===== src/rtl/sr_arb_pkg.sv =====
// Shared definitions for the SR flip-flop access arbiter.
//   state_e  : arbiter FSM states (2-bit encoding)
//   OP_CLR / OP_SET : meaning of a requester's op_set bit
//   MAX_REQ / MAX_HOLD : supported limits for NUM_REQ and HOLD_CYCLES
//   idx_width() : width of an index into a NUM_REQ-wide vector (min 1)
package sr_arb_pkg;

  typedef enum logic [1:0] {
    IDLE  = 2'd0,
    DRIVE = 2'd1,
    HOLD  = 2'd2,
    DONE  = 2'd3
  } state_e;

  localparam logic OP_CLR = 1'b0;
  localparam logic OP_SET = 1'b1;

  localparam int MAX_REQ  = 8;
  localparam int MAX_HOLD = 15;

  function automatic int idx_width(input int n);
    return (n > 1) ? $clog2(n) : 1;
  endfunction

endpackage


===== src/rtl/sr_access_arbiter_rr_pick.sv =====
// Combinational round-robin picker.
// Scans req upward starting at ptr, wrapping from NUM_REQ-1 back to 0,
// and reports the first requester found.
//   req        in   NUM_REQ  request levels
//   ptr        in   IDX_W    index with highest priority this round
//   win_onehot out  NUM_REQ  one-hot winner (0 when no request)
//   win_idx    out  IDX_W    index of the winner
//   valid      out  1        at least one request pending
module rr_pick
  import sr_arb_pkg::*;
#(
  parameter int NUM_REQ = 4,
  parameter int IDX_W   = idx_width(NUM_REQ)
) (
  input  logic [NUM_REQ-1:0] req,
  input  logic [IDX_W-1:0]   ptr,
  output logic [NUM_REQ-1:0] win_onehot,
  output logic [IDX_W-1:0]   win_idx,
  output logic               valid
);

  logic             found;
  logic [IDX_W:0]   sum;
  logic [IDX_W-1:0] idx;

  // One extra bit on sum lets ptr+i exceed NUM_REQ-1 before the wrap.
  always_comb begin
    win_onehot = '0;
    win_idx    = '0;
    found      = 1'b0;
    sum        = '0;
    idx        = '0;
    for (int i = 0; i < NUM_REQ; i++) begin
      sum = {1'b0, ptr} + (IDX_W+1)'(i);
      if (sum >= (IDX_W+1)'(NUM_REQ)) begin
        sum = sum - (IDX_W+1)'(NUM_REQ);
      end
      idx = sum[IDX_W-1:0];
      if (!found && req[idx]) begin
        found           = 1'b1;
        win_onehot[idx] = 1'b1;
        win_idx         = idx;
      end
    end
    valid = |req;
  end

endmodule


===== src/rtl/sr_access_arbiter.sv =====
// Shares one clocked SR flip-flop among NUM_REQ requesters.
// One pending request is chosen round-robin, its set/clear is driven onto the
// flop for a single cycle, the flop is then left idle for HOLD_CYCLES, and a
// done pulse closes the operation.
//   clock, reset   posedge clock, synchronous active-high reset
//   req, op_set    per-requester request level and set(1)/clear(0) selector
//   q_in           current q of the shared flop (readback)
//   gnt            one-hot grant pulse during the drive cycle
//   s, r, enable   flop controls; enable is active-low
//   busy, done     not-idle indicator and one-cycle completion pulse
//   err            one-cycle readback-mismatch pulse alongside done
// Optional feature: define SR_READBACK_CHECK_EN to compare q_in against the
// requested value in the DONE cycle; otherwise err is constant 0.
module sr_access_arbiter
  import sr_arb_pkg::*;
#(
  parameter int NUM_REQ     = 4,
  parameter int HOLD_CYCLES = 2
) (
  input  logic               clock,
  input  logic               reset,
  input  logic [NUM_REQ-1:0] req,
  input  logic [NUM_REQ-1:0] op_set,
  input  logic               q_in,
  output logic [NUM_REQ-1:0] gnt,
  output logic               s,
  output logic               r,
  output logic               enable,
  output logic               busy,
  output logic               done,
  output logic               err
);

  localparam int               IDX_W     = idx_width(NUM_REQ);
  localparam logic [IDX_W-1:0] LAST_IDX  = IDX_W'(NUM_REQ - 1);
  localparam logic [3:0]       HOLD_LAST = 4'(HOLD_CYCLES - 1);

  state_e               state_q, state_d;
  logic [IDX_W-1:0]     ptr_q, ptr_d;
  logic [NUM_REQ-1:0]   w_oh_q, w_oh_d;
  logic                 exp_q, exp_d;
  logic [3:0]           cnt_q, cnt_d;

  logic [NUM_REQ-1:0]   pick_onehot;
  logic [IDX_W-1:0]     pick_idx;
  logic                 pick_valid;

  rr_pick #(
    .NUM_REQ (NUM_REQ),
    .IDX_W   (IDX_W)
  ) u_pick (
    .req        (req),
    .ptr        (ptr_q),
    .win_onehot (pick_onehot),
    .win_idx    (pick_idx),
    .valid      (pick_valid)
  );

  // The winner and its requested value are captured on the grant edge, so
  // later changes on req/op_set cannot disturb an operation in flight.
  // The pointer moves only when a grant is made.
  always_comb begin
    state_d = state_q;
    ptr_d   = ptr_q;
    w_oh_d  = w_oh_q;
    exp_d   = exp_q;
    cnt_d   = cnt_q;
    case (state_q)
      IDLE: begin
        if (pick_valid) begin
          state_d = DRIVE;
          w_oh_d  = pick_onehot;
          exp_d   = op_set[pick_idx];
          ptr_d   = (pick_idx == LAST_IDX) ? '0 : pick_idx + 1'b1;
          cnt_d   = '0;
        end
      end
      DRIVE: state_d = HOLD;
      HOLD: begin
        cnt_d = cnt_q + 1'b1;
        if (cnt_q == HOLD_LAST) begin
          state_d = DONE;
        end
      end
      DONE:    state_d = IDLE;
      default: state_d = IDLE;
    endcase
  end

  always_ff @(posedge clock) begin
    if (reset) begin
      state_q <= IDLE;
      ptr_q   <= '0;
      w_oh_q  <= '0;
      exp_q   <= OP_CLR;
      cnt_q   <= '0;
    end else begin
      state_q <= state_d;
      ptr_q   <= ptr_d;
      w_oh_q  <= w_oh_d;
      exp_q   <= exp_d;
      cnt_q   <= cnt_d;
    end
  end

  // Outputs decode the current state only; s and r are gated by the same
  // DRIVE term with opposite polarities of exp_q, so they can never both be 1.
  always_comb begin
    gnt    = (state_q == DRIVE) ? w_oh_q : '0;
    s      = (state_q == DRIVE) &&  exp_q;
    r      = (state_q == DRIVE) && !exp_q;
    enable = (state_q != DRIVE);
    busy   = (state_q != IDLE);
    done   = (state_q == DONE);
  end

`ifdef SR_READBACK_CHECK_EN
  assign err = (state_q == DONE) && (q_in != exp_q);
`else
  logic unused_q_in;
  assign unused_q_in = q_in;
  assign err = 1'b0;
`endif

endmodule


===== config.mk =====
export PLATFORM = sky130hd
export DESIGN_NAME = sr_access_arbiter
export DESIGN_NICKNAME = d
export VERILOG_FILES = /design/src/rtl/sr_arb_pkg.sv /design/src/rtl/sr_access_arbiter_rr_pick.sv /design/src/rtl/sr_access_arbiter.sv
export SDC_FILE = /design/constraint.sdc
export NUM_CORES = 1
export LEC_CHECK = 0
export ABC_AREA = 1
export CORE_AREA = 2 2 43 61
export CTS_BUF_LIST = sky130_fd_sc_hd__clkbuf_16
export DETAILED_ROUTE_END_ITERATION = 6
export DIE_AREA = 0 0 45 63
export PLACE_DENSITY = 0.8
export RECOVER_POWER = 25
export SLEW_MARGIN = 10
export SYNTH_ARGS = -nofsm -noshare
export SYNTH_HDL_FRONTEND = slang
export SYNTH_SLANG_ARGS = --single-unit

===== constraint.sdc =====
create_clock -name clock -period 3.7 [get_ports clock]
set_input_delay 0.74 -clock clock [delete_from_list [all_inputs] [get_ports clock]]
set_output_delay 0.74 -clock clock [all_outputs]
set_load 0.03 [all_outputs]

* Word level (Yosys, flattened, before mapping)
Index checks and enable logic that the tools add are counted.
Storage, ports and cells: word-level logic and storage cells 98, flip-flop bits (word level) 13, output and inout bits 10, input port bits 11
Cells by class: multiplexer cells 40, $lt $le $gt $ge 13, reduce and logical (&&, ||, !) cells 20, bitwise logic cells 3, $add $sub $neg 9, eq/ne operators 8
Operators by type and width (number):
- $mux 4 | 6
- $mux 2 | 11
- $lt 2x3->1 const B | 5
- $mux 1 | 12
- $or 4x4->4 | 3
- $bmux 1 s2 | 5
- $ge 3x3->1 const B | 3
- $logic_and 1x1->1 | 9
- $demux 1 s2 | 4
- $ge 2x1->1 const B | 4
- $pmux 2 s4 | 1
- $pmux 4 s2 | 1
- $sub 2x1->2 const B | 4
- $add 2x2->3 const B | 2
- $eq 2x2->1 const B | 3
- $reduce_and 2->1 | 3
- $add 4x1->4 const B | 1
- $eq 4x1->1 const B | 1
- $logic_not 1->1 | 4
- $ne 2x2->1 const B | 2
- $reduce_bool 2->1 | 2
- $reduce_or 4->1 | 1
- $add 2x1->3 const B | 1
- $ge 2x3->1 const B | 1
- other kinds (4) | 4

* Depth between registers and ports, before layout
Gate-level depths: netlist (run 1).
word-level depth 16, mapped depth 16, depth with buffers taken out 15

* Modules after synthesis
A second synthesis (run 1) with hierarchy kept.
Second synthesis, totals: cells, all modules 194, area, all modules 1292.5 um^2
By module, submodules not included:
- sr_access_arbiter | seq. area each 260.2 um^2, cells an instance 111, instances 1, area an instance 758.2 um^2
- rr_pick | seq. area each 0.0 um^2, cells an instance 83, instances 1, area an instance 534.3 um^2

* Worst setup path before layout (run 1)
OpenSTA, ideal clock, no wires.
path type register to output, start reg state_q[1], end out r, arrival 1.233 ns, buffers on the path 0, path slack 1.727 ns, data required time 2.960 ns, stages on the path, launching flop included 5, path through dfxtp_1 -> inv_1 -> ha_1 -> inv_1 -> nor2_1
On the way: word-level cells in the longest chain between the ends 2
RTL lines:
- start: declaration | RTL line sr_access_arbiter.sv:38 | state_e state_q, state_d;
- start signal: assignment | RTL line sr_access_arbiter.sv:98 | state_q <= state_d;
- $eq 2x1->1 | RTL line sr_access_arbiter.sv:111 | r = (state_q == DRIVE) && !exp_q;
- $logic_and 1x1->1 | RTL line sr_access_arbiter.sv:111
- end: declaration | RTL line sr_access_arbiter.sv:27 | output logic r,
Every way passes these cells.

* Final worst setup path (run 1)
Same ends and word-level chain as after synthesis.

==> summary.txt, run 1 <==
Outcome
  • Status: completed

Routing
  • Residual DRC: 0
  • Post-Route WL: 2.68 mm
  • Wire per inst: 12.1 um
  • Iter 0 DRT Violations: 30
  • Overall via count from detail_route: 1185
  • Post-DR vias/cell: 5.36
  • Initial DRT Pass Iterations: 4
  • Number of routed nets with antenna violations: 0

Worst setup path
  • Buffers plus inverters on the worst setup path: 3
  • Logic depth of the worst register-to-register path: 15
  • Worst reg2reg path startpoint: ptr_q[0]
  • Worst path cell trace: inv_1 > ha_1 > inv_1 > nor2_1 > clkdlybuf4s50_1
  • Critical path data required time: just under 3 ns
  • Worst setup slack for register-to-register paths: 1.36 ns
  • Cell seen most often among critical-path stages: sky130_fd_sc_hd__inv_1
  • Kind of cell with the highest combined delay on the critical path: buffers and inverters
  • Type of element launching the critical path: flop
  • Cell with the largest stage delay on the worst path: sky130_fd_sc_hd__clkdlybuf4s50_1
  • Maximum fanout encountered on the critical timing path: 6
  • Reg-to-Reg End: exp_q
  • Kind of end point of the critical path: output pin
  • Crit path largest cell delay: 0.67 ns
  • Data arrival time of the critical path: about 1.8 ns
  • Kind of critical path: reg -> out

Worst hold path
  • Hold Crit Endpoint: cnt_q[1]
  • Worst min-delay path category: reg -> reg
  • Start point of the worst hold path: cnt_q[1]
  • Hold path cells: 2

Synth
  • Number of synthesis warnings: 0
  • Total standard cell area after synthesis: 1210 sq um
  • Post-Syn Instances: 179
  • Portion of the post-synthesis area used by sequential elements: 21.4%
  • Synth Register Bits: 13
  • Avg Inst Size Synth: 6.78 sq um
  • Net Count, Synth: between 200 and 250
  • Count of different cell masters after synthesis: 33

Die
  • Effective utilization at floorplan: between 50% and 60%
  • Die Width: 45 um
  • Die Outline Area: 2840 sq um
  • Number of ports placed on the die boundary: 21
  • Standard-cell rows: 21
  • Placeable core region: 2310 sq um
  • Die height: 63 um

Global route
  • Maximum number of pins on one net before global-route repair: 15
  • Antenna violations before repair: 0
  • First-pass GRT wire length: 4.51 mm
  • Vias in the first global route: 1170
  • Aggregate global routing overflow: 0
  • GRT Total Usage: 20.4%

STA
  • Final hold viol count: 0
  • Final worst clock skew: 0.00298 ns
  • Final Max Tran Viols: 0
  • Fmax: between 0.4 and 0.5 GHz
  • Worst slew pin tran: between 0.5 and 0.6 ns
  • Period Utilization, post-route: between 60% and 70%
  • Worst setup slack after layout: 1.20 ns
  • Slew Limit Headroom: 65.7%
  • Sum of negative setup slack: 0 ns
  • Final-report setup violation count: 0
  • RSZ-0062 raised after global routing: no
  • Minimum period implied by the final worst setup slack: 2.50 ns

CTS
  • Post_cts resized: 0
  • Number of CTS-inserted buffers: 3
  • Maximum clock insertion buffer count: 2
  • Clk root buf: sky130_fd_sc_hd__clkbuf_16
  • Total of hold buffers inserted after clock tree synthesis: 0
  • Number of levels in the clock H-tree: 1
  • Worst skew pair latency: about 0.24 ns
  • CTS tree: built
  • Setup Buffers After CTS: 0
  • Reg clk slew, reported paths: 0.05 ns
  • Number of sinks on the clock net: 13

Power and ir drop
  • Max IR drop VDD: 0.000479 V
  • Power density over the cells: 875 nW/um^2
  • Power, Total: 1.29 mW
  • Leakage power: between 0.7 and 0.8 nW

Final layout
  • Finished layout cell area: 1470 sq um
  • Fill cell count: 218
  • Area added between synthesis and finish: 21.2%
  • Final cell count without fillers: 221
  • Antenna fix cells: 0
  • Share of layout cells above drive strength 1: roughly 11%
  • Final Net Count: 221

Place
  • Count of input and output buffers: 18
  • Detailed Place HPWL: 2.14 mm
  • Post-Place Worst Slack: 1.18 ns
  • Final weighted congestion in routability-driven placement: 0.783
  • Post-DP Area: 1390 sq um
  • Dpl cells: approximately 220

Run
  • Max_cap viols: 0
==> layout by cell type (no fill, tap or decap), drive strengths merged, types with 2 or more instances in the layout <==
| cell type | instances |
|---|---|
| a21oi | 9 |
| a221oi | 3 |
| a31oi | 2 |
| clkbuf | 3 |
| clkdlybuf4s50 | 17 |
| dfxtp | 13 |
| ha | 11 |
| inv | 35 |
| nand2 | 51 |
| nand3 | 17 |
| nand4 | 4 |
| nor2 | 8 |
| o21ai | 15 |
==> synthesized netlist by cell type <==
cell type,instances,area [sq um]
sky130_fd_sc_hd__nor2_1,6,22.5
sky130_fd_sc_hd__nand3_4,1,17.5
sky130_fd_sc_hd__nand3_2,2,20.0
sky130_fd_sc_hd__nand3_1,14,70.1
sky130_fd_sc_hd__buf_4,1,7.51
sky130_fd_sc_hd__nand2_4,3,33.8
sky130_fd_sc_hd__nand4_1,3,18.8
sky130_fd_sc_hd__dfxtp_1,13,260
sky130_fd_sc_hd__nand2_1,41,154
sky130_fd_sc_hd__ha_1,11,138
sky130_fd_sc_hd__nor2_4,1,11.3
sky130_fd_sc_hd__a21boi_0,1,7.51
sky130_fd_sc_hd__nand2_2,6,37.5
sky130_fd_sc_hd__buf_6,2,22.5
sky130_fd_sc_hd__nor3_1,1,5.00
sky130_fd_sc_hd__nor2_8,1,20.0
sky130_fd_sc_hd__a31oi_1,2,12.5
sky130_fd_sc_hd__conb_1,1,3.75
sky130_fd_sc_hd__clkinv_1,1,3.75
sky130_fd_sc_hd__o21ai_1,1,5.00
sky130_fd_sc_hd__or2_2,1,6.26
sky130_fd_sc_hd__nand2_8,1,20.0
sky130_fd_sc_hd__nor3b_1,1,7.51
sky130_fd_sc_hd__inv_6,1,8.76
sky130_fd_sc_hd__o31ai_1,1,7.51
sky130_fd_sc_hd__xor2_1,1,8.76
sky130_fd_sc_hd__a221oi_1,3,26.3
sky130_fd_sc_hd__nand4_2,1,12.5
sky130_fd_sc_hd__inv_2,1,3.75
sky130_fd_sc_hd__o21ai_0,14,70.1
sky130_fd_sc_hd__inv_1,32,120
sky130_fd_sc_hd__a21oi_1,9,45.0
sky130_fd_sc_hd__nor4_1,1,6.26
==> where the power goes <==
group | switching [mW] | internal, mW | total, mW | leakage [nW]
clock network | 0.0599 | 0.143 | 0.202 | 0.0423
logic | 0.546 | 0.300 | 0.846 | 0.586
registers | 0.0552 | 0.184 | 0.240 | 0.107
total | 0.661 | 0.627 | 1.29 | 0.735
==> per-layer routing <==
metal | routed length [um] | track usage (%) | vias to the layer above
met5 | 0 | 0 | -
met2 | 1590 | 41.8 | 16
li1 | - | - | 612
met4 | 52 | 8.09 | 0
met3 | 36 | 1.16 | 5
met1 | 1000 | 18.6 | 552
==> layout make-up <==
cell class | count | area [sq um] | share of cell area (%)
clock inverters | 1 | 3.75 | 0.255
well taps | 23 | 28.8 | 1.96
repair buffers | 18 | 180 | 12.2
flip-flops and latches | 13 | 260 | 17.7
multi-input cells | 128 | 787 | 53.5
clock buffers | 3 | 75.1 | 5.10
inverters | 35 | 136 | 9.27
==> cells by family (layout without fill, tap and decap cells) <==
logic type                 count (synthesis)  in the layout  synth area share, %
and+or+nand+nor                           84             84                 38.1
buffers and inverters                     38             57                 13.7
DFF                                       13             13                 21.4
xor gates and xnor gates                   1              1                0.722
adders and majority gates                 11             11                 11.3
AOI/OAI and AO/OA                         31             31                 14.3
other                                      1              1                0.309
==> worst register-to-register path, delay by kind of cell, from the launching register on <==
family	cells	cell delay, ns
adders and majority gates	1	0.41
buffers and inverters	3	0.24
DFF	1	0.63
and+or+nand+nor	11	0.95
==> state kept, by name, summed over array words and instances, names as in the netlist <==
signal   cells
cnt_q        4
state_q      2
exp_q        1
w_oh_q       4
ptr_q        2
==> worst max-delay path by stage <==
stage	startpoint	to	cells after the start
after floorplan	state_q[1]	r	4
after global placement	req[0]	exp_q	14
after detailed placement	req[0]	exp_q	14
after CTS	state_q[1]	gnt[1]	5
after global routing	state_q[1]	r	5
final	state_q[1]	r	5
==> metrics by stage <==
step           utilization [%]  hold WS [ns]
2_1_floorplan                -         0.450
3_3_place_gp              60.2         0.470
3_5_place_dp              60.2         0.487
4_1_cts                   63.6         0.492
5_1_grt                   63.6         0.548
6_report                  63.6         0.494
Note: power is estimated with default switching activity, not from simulation.
==> run 2, diff against run 1 <==
--- a/config.mk
+++ b/config.mk
@@ -6,11 +6,11 @@
 export NUM_CORES = 1
 export LEC_CHECK = 0
 export ABC_AREA = 1
-export CORE_AREA = 2 2 43 61
+export CORE_AREA = 2 2 44 63
 export CTS_BUF_LIST = sky130_fd_sc_hd__clkbuf_16
 export DETAILED_ROUTE_END_ITERATION = 6
-export DIE_AREA = 0 0 45 63
-export PLACE_DENSITY = 0.8
+export DIE_AREA = 0 0 46 65
+export PLACE_DENSITY = 0.76
 export RECOVER_POWER = 25
 export SLEW_MARGIN = 10
 export SYNTH_ARGS = -nofsm -noshare
==> constraint.sdc (replaced) <==
create_clock -name clock -period 2.48 [get_ports clock]
set_input_delay 0.496 -clock clock [delete_from_list [all_inputs] [get_ports clock]]
set_output_delay 0.496 -clock clock [all_outputs]
set_load 0.03 [all_outputs]
==> summary.txt, run 2 (synthesized netlist as in run 1, its figures left out) <==
Final layout
  • Antenna fix cells: 0
  • Area of the multi-input gates: 787 sq um
  • Share of layout cells above drive strength 1: 13.4%
  • Area added between synthesis and finish: 23.9%
  • Fill cell count: 229
  • Registers with the most flip-flops: cnt_q: 4 flops, w_oh_q: 4 flops
  • Final Net Count: 225
  • Most frequent cells in the layout: sky130_fd_sc_hd__nand2_1, sky130_fd_sc_hd__inv_1, sky130_fd_sc_hd__clkdlybuf4s50_1, sky130_fd_sc_hd__nand3_1, sky130_fd_sc_hd__o21ai_0
  • Footprint of the flip-flops and latches: 260 sq um
  • Commonest non-fill, non-tap cell in the layout: sky130_fd_sc_hd__nand2_1

Worst setup path
  • Buffers plus inverters on the worst setup path: 3
  • Kind of cell with the highest combined delay on the critical path: buffers and inverters
  • Kind of end point of the critical path: output pin
  • Worst setup slack for register-to-register paths: 0.48 ns
  • Crit path largest cell delay: 0.68 ns
  • Worst reg2reg path startpoint: ptr_q[1]
  • Critical path data required time: 1.98 ns
  • Maximum fanout encountered on the critical timing path: 6
  • Kind of critical path: reg -> out
  • Reg-to-Reg End: exp_q
  • Worst path cell trace: inv_1 > ha_1 > inv_1 > nor2_1 > clkdlybuf4s50_1
  • Data arrival time of the critical path: 1.79 ns
  • Cell seen most often among critical-path stages: sky130_fd_sc_hd__inv_1
  • Type of element launching the critical path: flop
  • Logic depth of the worst register-to-register path: 15
  • Cell with the largest stage delay on the worst path: sky130_fd_sc_hd__clkdlybuf4s50_1
  • Number of gates on the worst path with buffers counted: 5

Place
  • Count of input and output buffers: 18
  • Final weighted congestion in routability-driven placement: between 0.8 and 0.9
  • Detailed Place HPWL: between 2 and 2.5 mm

Die
  • Placeable core region: 2480 sq um
  • Die height: 65 um
  • Number of ports placed on the die boundary: 21
  • Die Width: approximately 46 um
  • Die Outline Area: 2990 sq um
  • Effective utilization at floorplan: between 40% and 50%
  • Standard-cell rows: 22

Routing
  • Residual DRC: 0
  • Number of routed nets with antenna violations: 0
  • Overall via count from detail_route: 1218
  • Iter 0 DRT Violations: 39
  • Initial DRT Pass Iterations: 4
  • Post-Route WL: 2.70 mm
  • Wire per inst: 11.9 um
  • Post-DR vias/cell: approximately 5.4

CTS
  • Number of CTS-inserted buffers: 3
  • Maximum clock insertion buffer count: 2
  • Number of sinks on the clock net: 13
  • Reg clk slew, reported paths: approximately 0.050 ns
  • Total of hold buffers inserted after clock tree synthesis: 0
  • CTS tree: built
  • Post_cts resized: 0
  • Worst skew pair latency: 0.24 ns
  • Number of levels in the clock H-tree: 1
  • Clk root buf: sky130_fd_sc_hd__clkbuf_16
  • Setup Buffers After CTS: 0

STA
  • Final worst clock skew: ~0.00098 ns
  • Period Utilization, post-route: 92.2%
  • Final hold viol count: 0
  • Fmax: 0.437 GHz
  • Final-report setup violation count: 0
  • Sum of negative setup slack: 0 ns
  • Minimum period implied by the final worst setup slack: 2.29 ns
  • Final Max Tran Viols: 0
  • RSZ-0062 raised after global routing: no

Power and ir drop
  • Power density over the cells: between 1000 and 1500 nW/um^2
  • Power, Total: 1.98 mW
  • Leakage power: between 0.7 and 0.8 nW
  • Max IR drop VDD: 0.000652 V

Global route
  • Most utilized layer in the global route result: met2
  • Routing usage on met2: 37.0%
  • Global Route met3 Usage: under 10%
  • Maximum number of pins on one net before global-route repair: 13
  • Antenna violations before repair: 0
  • Aggregate global routing overflow: 0
  • Global routing usage on met1: between 10% and 20%
  • Vias in the first global route: 1130
  • GRT Total Usage: 20.0%
  • First-pass GRT wire length: 4.45 mm

Worst hold path
  • Start point of the worst hold path: cnt_q[1]
  • Hold path cells: 2
  • Hold Crit Endpoint: cnt_q[1]
  • Worst min-delay path category: reg -> reg

Outcome
  • Status: completed

Run
  • Max_cap viols: 0
-- run 2: cell types whose count changed in the layout (fill, tap and decap cells not counted) --
cell / change
sky130_fd_sc_hd__buf_4: +4
sky130_fd_sc_hd__clkinv_2: +1
sky130_fd_sc_hd__inv_1: -1
-- run 2: through the flow --
| step | hold slack, ns | instance area (sq um) | utilization (%) | setup slack (ns) | instances |
|---|---|---|---|---|---|
| 2_1_floorplan | 0.450 | 1210 | - | 0.571 | 179 |
| 3_3_place_gp | 0.471 | 1420 | 57.5 | 0.263 | 222 |
| 3_5_place_dp | 0.477 | 1420 | 57.5 | 0.222 | 222 |
| 4_1_cts | 0.490 | 1500 | 60.7 | 0.180 | 226 |
| 5_1_grt | 0.512 | 1500 | 60.7 | 0.0451 | 226 |
| 6_report | 0.483 | 1500 | 60.7 | 0.194 | 226 |
-- run 2: cell type report --
cell class | count | share of cell area, %
inverter | 35 | 9.07
timing repair buffer | 22 | 14.0
clock inverter | 1 | 0.333
clock buffer | 3 | 4.99
multi-input combinational | 128 | 52.3
tap | 24 | 2.00
sequential | 13 | 17.3
-- run 2: worst reg2reg max path: stages, from the launching register on --
cell and delay (ns):
sky130_fd_sc_hd__dfxtp_1 0.35, sky130_fd_sc_hd__inv_2 0.08, sky130_fd_sc_hd__ha_1 0.37, sky130_fd_sc_hd__inv_1 0.10, sky130_fd_sc_hd__nand3_1 0.09, sky130_fd_sc_hd__nand2_1 0.12
sky130_fd_sc_hd__nor2_4 0.18, sky130_fd_sc_hd__nand2_1 0.07, sky130_fd_sc_hd__nand2_1 0.09, sky130_fd_sc_hd__nand2_2 0.08, sky130_fd_sc_hd__nand2_4 0.08, sky130_fd_sc_hd__nand2_1 0.05
sky130_fd_sc_hd__nand3_1 0.06, sky130_fd_sc_hd__nand3_1 0.09, sky130_fd_sc_hd__nand2_1 0.06, sky130_fd_sc_hd__inv_1 0.03
-- run 2: routing by layer --
metal / part of all wire, % / vias up
met5: 0 / -
met4: 3.4 / 0
met3: 2.2 / 11
met2: 57 / 27
met1: 37 / 561
li1: - / 619
-- run 2: worst max-delay path by stage --
stage / endpoint / startpoint
3_3_place_gp: exp_q / req[0]
2_1_floorplan: exp_q / ptr_q[0]
6_report: r / state_q[1]
4_1_cts: r / state_q[1]
3_5_place_dp: exp_q / req[0]
5_1_grt: r / state_q[1]
-- run 2: power breakdown --
group	switching [mW]	leakage [nW]	internal, mW
registers	0.0481	0.107	0.275
logic	0.863	0.605	0.484
clock network	0.0966	0.0409	0.215
total	1.01	0.753	0.974
==> run 3, diff against run 2 <==
--- a/config.mk
+++ b/config.mk
@@ -6,11 +6,12 @@
 export NUM_CORES = 1
 export LEC_CHECK = 0
 export ABC_AREA = 1
-export CORE_AREA = 2 2 44 63
+export CORE_AREA = 2 2 43 61
 export CTS_BUF_LIST = sky130_fd_sc_hd__clkbuf_16
 export DETAILED_ROUTE_END_ITERATION = 6
-export DIE_AREA = 0 0 46 65
-export PLACE_DENSITY = 0.76
+export DIE_AREA = 0 0 45 63
+export DONT_BUFFER_PORTS = 1
+export PLACE_DENSITY = 0.68
 export RECOVER_POWER = 25
 export SLEW_MARGIN = 10
 export SYNTH_ARGS = -nofsm -noshare
==> summary.txt, run 3 (synthesized netlist as in run 1, its figures left out) <==
CTS
  • Setup Buffers After CTS: 0
  • Number of sinks on the clock net: 13
  • Maximum clock insertion buffer count: 2
  • Total of hold buffers inserted after clock tree synthesis: 0
  • CTS tree: built
  • Clk root buf: sky130_fd_sc_hd__clkbuf_16
  • Post_cts resized: 0
  • Reg clk slew, reported paths: roughly 0.04 ns
  • Worst skew pair latency: 0.24 ns
  • Number of levels in the clock H-tree: 1
  • Number of CTS-inserted buffers: 3

Power and ir drop
  • Max IR drop VDD: 0.000848 V
  • Leakage power: approximately 0.68 nW
  • Power density over the cells: 1410 nW/um^2

Global route
  • Antenna violations before repair: 0
  • GRT Total Usage: 21.5%
  • Maximum number of pins on one net before global-route repair: 15
  • First-pass GRT wire length: 4.66 mm
  • Vias in the first global route: 1127
  • Aggregate global routing overflow: 0

Die
  • Placeable core region: 2310 sq um
  • Effective utilization at floorplan: 52.5%
  • Standard-cell rows: 21
  • Die height: 63 um
  • Number of ports placed on the die boundary: 21
  • Die Width: 45 um
  • Die Outline Area: 2840 sq um

Final layout
  • Fill cell count: 248
  • Area added between synthesis and finish: 8.25%
  • Antenna fix cells: 0
  • Final core utilization: a little under three fifths
  • Commonest non-fill, non-tap cell in the layout: sky130_fd_sc_hd__nand2_1
  • Share of layout cells above drive strength 1: 13.7%
  • Most frequent cells in the layout: sky130_fd_sc_hd__nand2_1, sky130_fd_sc_hd__inv_1, sky130_fd_sc_hd__nand3_1, sky130_fd_sc_hd__o21ai_0, sky130_fd_sc_hd__dfxtp_1
  • Registers with the most flip-flops: cnt_q: 4 flops, w_oh_q: 4 flops
  • Finished layout cell area: 1310 sq um
  • Final Net Count: around 210

Worst setup path
  • Buffers plus inverters on the worst setup path: 2
  • Reg-to-Reg End: exp_q
  • Logic depth of the worst register-to-register path: 15
  • Maximum fanout encountered on the critical timing path: 6
  • Cell with the largest stage delay on the worst path: sky130_fd_sc_hd__nor2_1
  • Data arrival time of the critical path: 1.59 ns
  • Startpoint of the most critical setup path: state_q[1]
  • Kind of critical path: reg -> out
  • Type of element launching the critical path: flop
  • Crit path largest cell delay: 0.47 ns
  • Kind of end point of the critical path: output pin
  • Cell seen most often among critical-path stages: sky130_fd_sc_hd__inv_1
  • Kind of cell with the highest combined delay on the critical path: simple AND/OR/NAND/NOR gates
  • Number of gates on the worst path with buffers counted: 4
  • Worst reg2reg path startpoint: ptr_q[1]
  • Critical path data required time: 1.98 ns
  • Worst setup slack for register-to-register paths: approximately 0.46 ns
  • Capturing element of the worst setup path: r
  • Worst path cell trace: inv_1 > ha_1 > inv_1 > nor2_1

Routing
  • Top routing layer in use: met4
  • Number of routed nets with antenna violations: 0
  • Met3 routed wirelength: 76 um
  • Routed metal-1 wirelength: 1.03 mm
  • Overall via count from detail_route: 1124
  • Wire per inst: 12.3 um
  • Post-DR vias/cell: 5.46
  • DR WL met2: around 1.4 mm
  • Post-Route WL: 2.53 mm
  • Initial DRT Pass Iterations: 7
  • Residual DRC: 0
  • Iter 0 DRT Violations: 49

STA
  • Final Max Tran Viols: 0
  • Final worst clock skew: 0.00253 ns
  • Final-report setup violation count: 0
  • Worst setup slack after layout: slightly below 0.4 ns
  • Fmax: 0.479 GHz
  • Slew Limit Headroom: 64.1%
  • Worst slew pin tran: 0.537 ns
  • RSZ-0062 raised after global routing: no
  • Final hold viol count: 0
  • Sum of negative setup slack: 0 ns
  • Minimum period implied by the final worst setup slack: 2.09 ns
  • Period Utilization, post-route: 84.3%

Place
  • Detailed Place HPWL: 2.06 mm
  • Count of input and output buffers: 0
  • Post-DP Area: 1230 sq um
  • Final weighted congestion in routability-driven placement: 0.767
  • Post-Place Worst Slack: between 0.4 and 0.5 ns

Outcome
  • Status: completed

Worst hold path
  • Worst min-delay path category: in -> reg

Run
  • Max_cap viols: 0
[run 3: changes by cell type in the layout (fill, tap and decap cells not counted)]
cell                              change
sky130_fd_sc_hd__clkdlybuf4s50_1     -17
sky130_fd_sc_hd__buf_4                -1
sky130_fd_sc_hd__clkinv_2             -1
sky130_fd_sc_hd__dlygate4sd3_1        -1
sky130_fd_sc_hd__inv_1                +1
[run 3: worst min-delay path by stage]
| stage | startpoint | to | slack (ns) | cells after the start |
|---|---|---|---|---|
| 6_report | reset | cnt_q[1] | 0.32 | 1 |
| 2_1_floorplan | cnt_q[1] | cnt_q[1] | 0.45 | 2 |
| 3_3_place_gp | cnt_q[1] | cnt_q[1] | 0.47 | 2 |
| 5_1_grt | reset | cnt_q[1] | 0.31 | 1 |
| 3_5_place_dp | cnt_q[1] | cnt_q[1] | 0.47 | 2 |
| 4_1_cts | reset | cnt_q[1] | 0.32 | 1 |
[run 3: per-layer routing]
metal / vias up / global-route usage [%]
li1: 579 / -
met1: 514 / 23.9
met2: 27 / 36.4
met3: 4 / 3.47
met4: 0 / 12.5
met5: - / 0
[run 3: final cells by class]
cell class                 count  area [sq um]  share of cell area [%]
sequential                    13           260                    19.8
clock buffer                   3          75.1                    5.71
tap                           23          28.8                    2.19
multi-input combinational    128           787                    59.9
clock inverter                 1          3.75                   0.286
timing repair buffer           3          22.5                    1.71
inverter                      35           136                    10.4
[run 3: metrics by stage]
| step | cells | hold WS, ns | power (mW) |
|---|---|---|---|
| detailed placement | 202 | 0.475 | 1.55 |
| CTS | 206 | 0.321 | 1.86 |
| global placement | 202 | 0.466 | 1.52 |
| finish | 206 | 0.323 | 1.85 |
| floorplan | 179 | 0.450 | 1.36 |
| global route | 206 | 0.312 | 2.05 |
[run 3: power breakdown]
group,internal (mW),switching (mW),total (mW),leakage [nW]
sequential,0.275,0.0473,0.322,0.107
clock,0.212,0.0834,0.296,0.0423
combinational,0.392,0.840,1.23,0.533
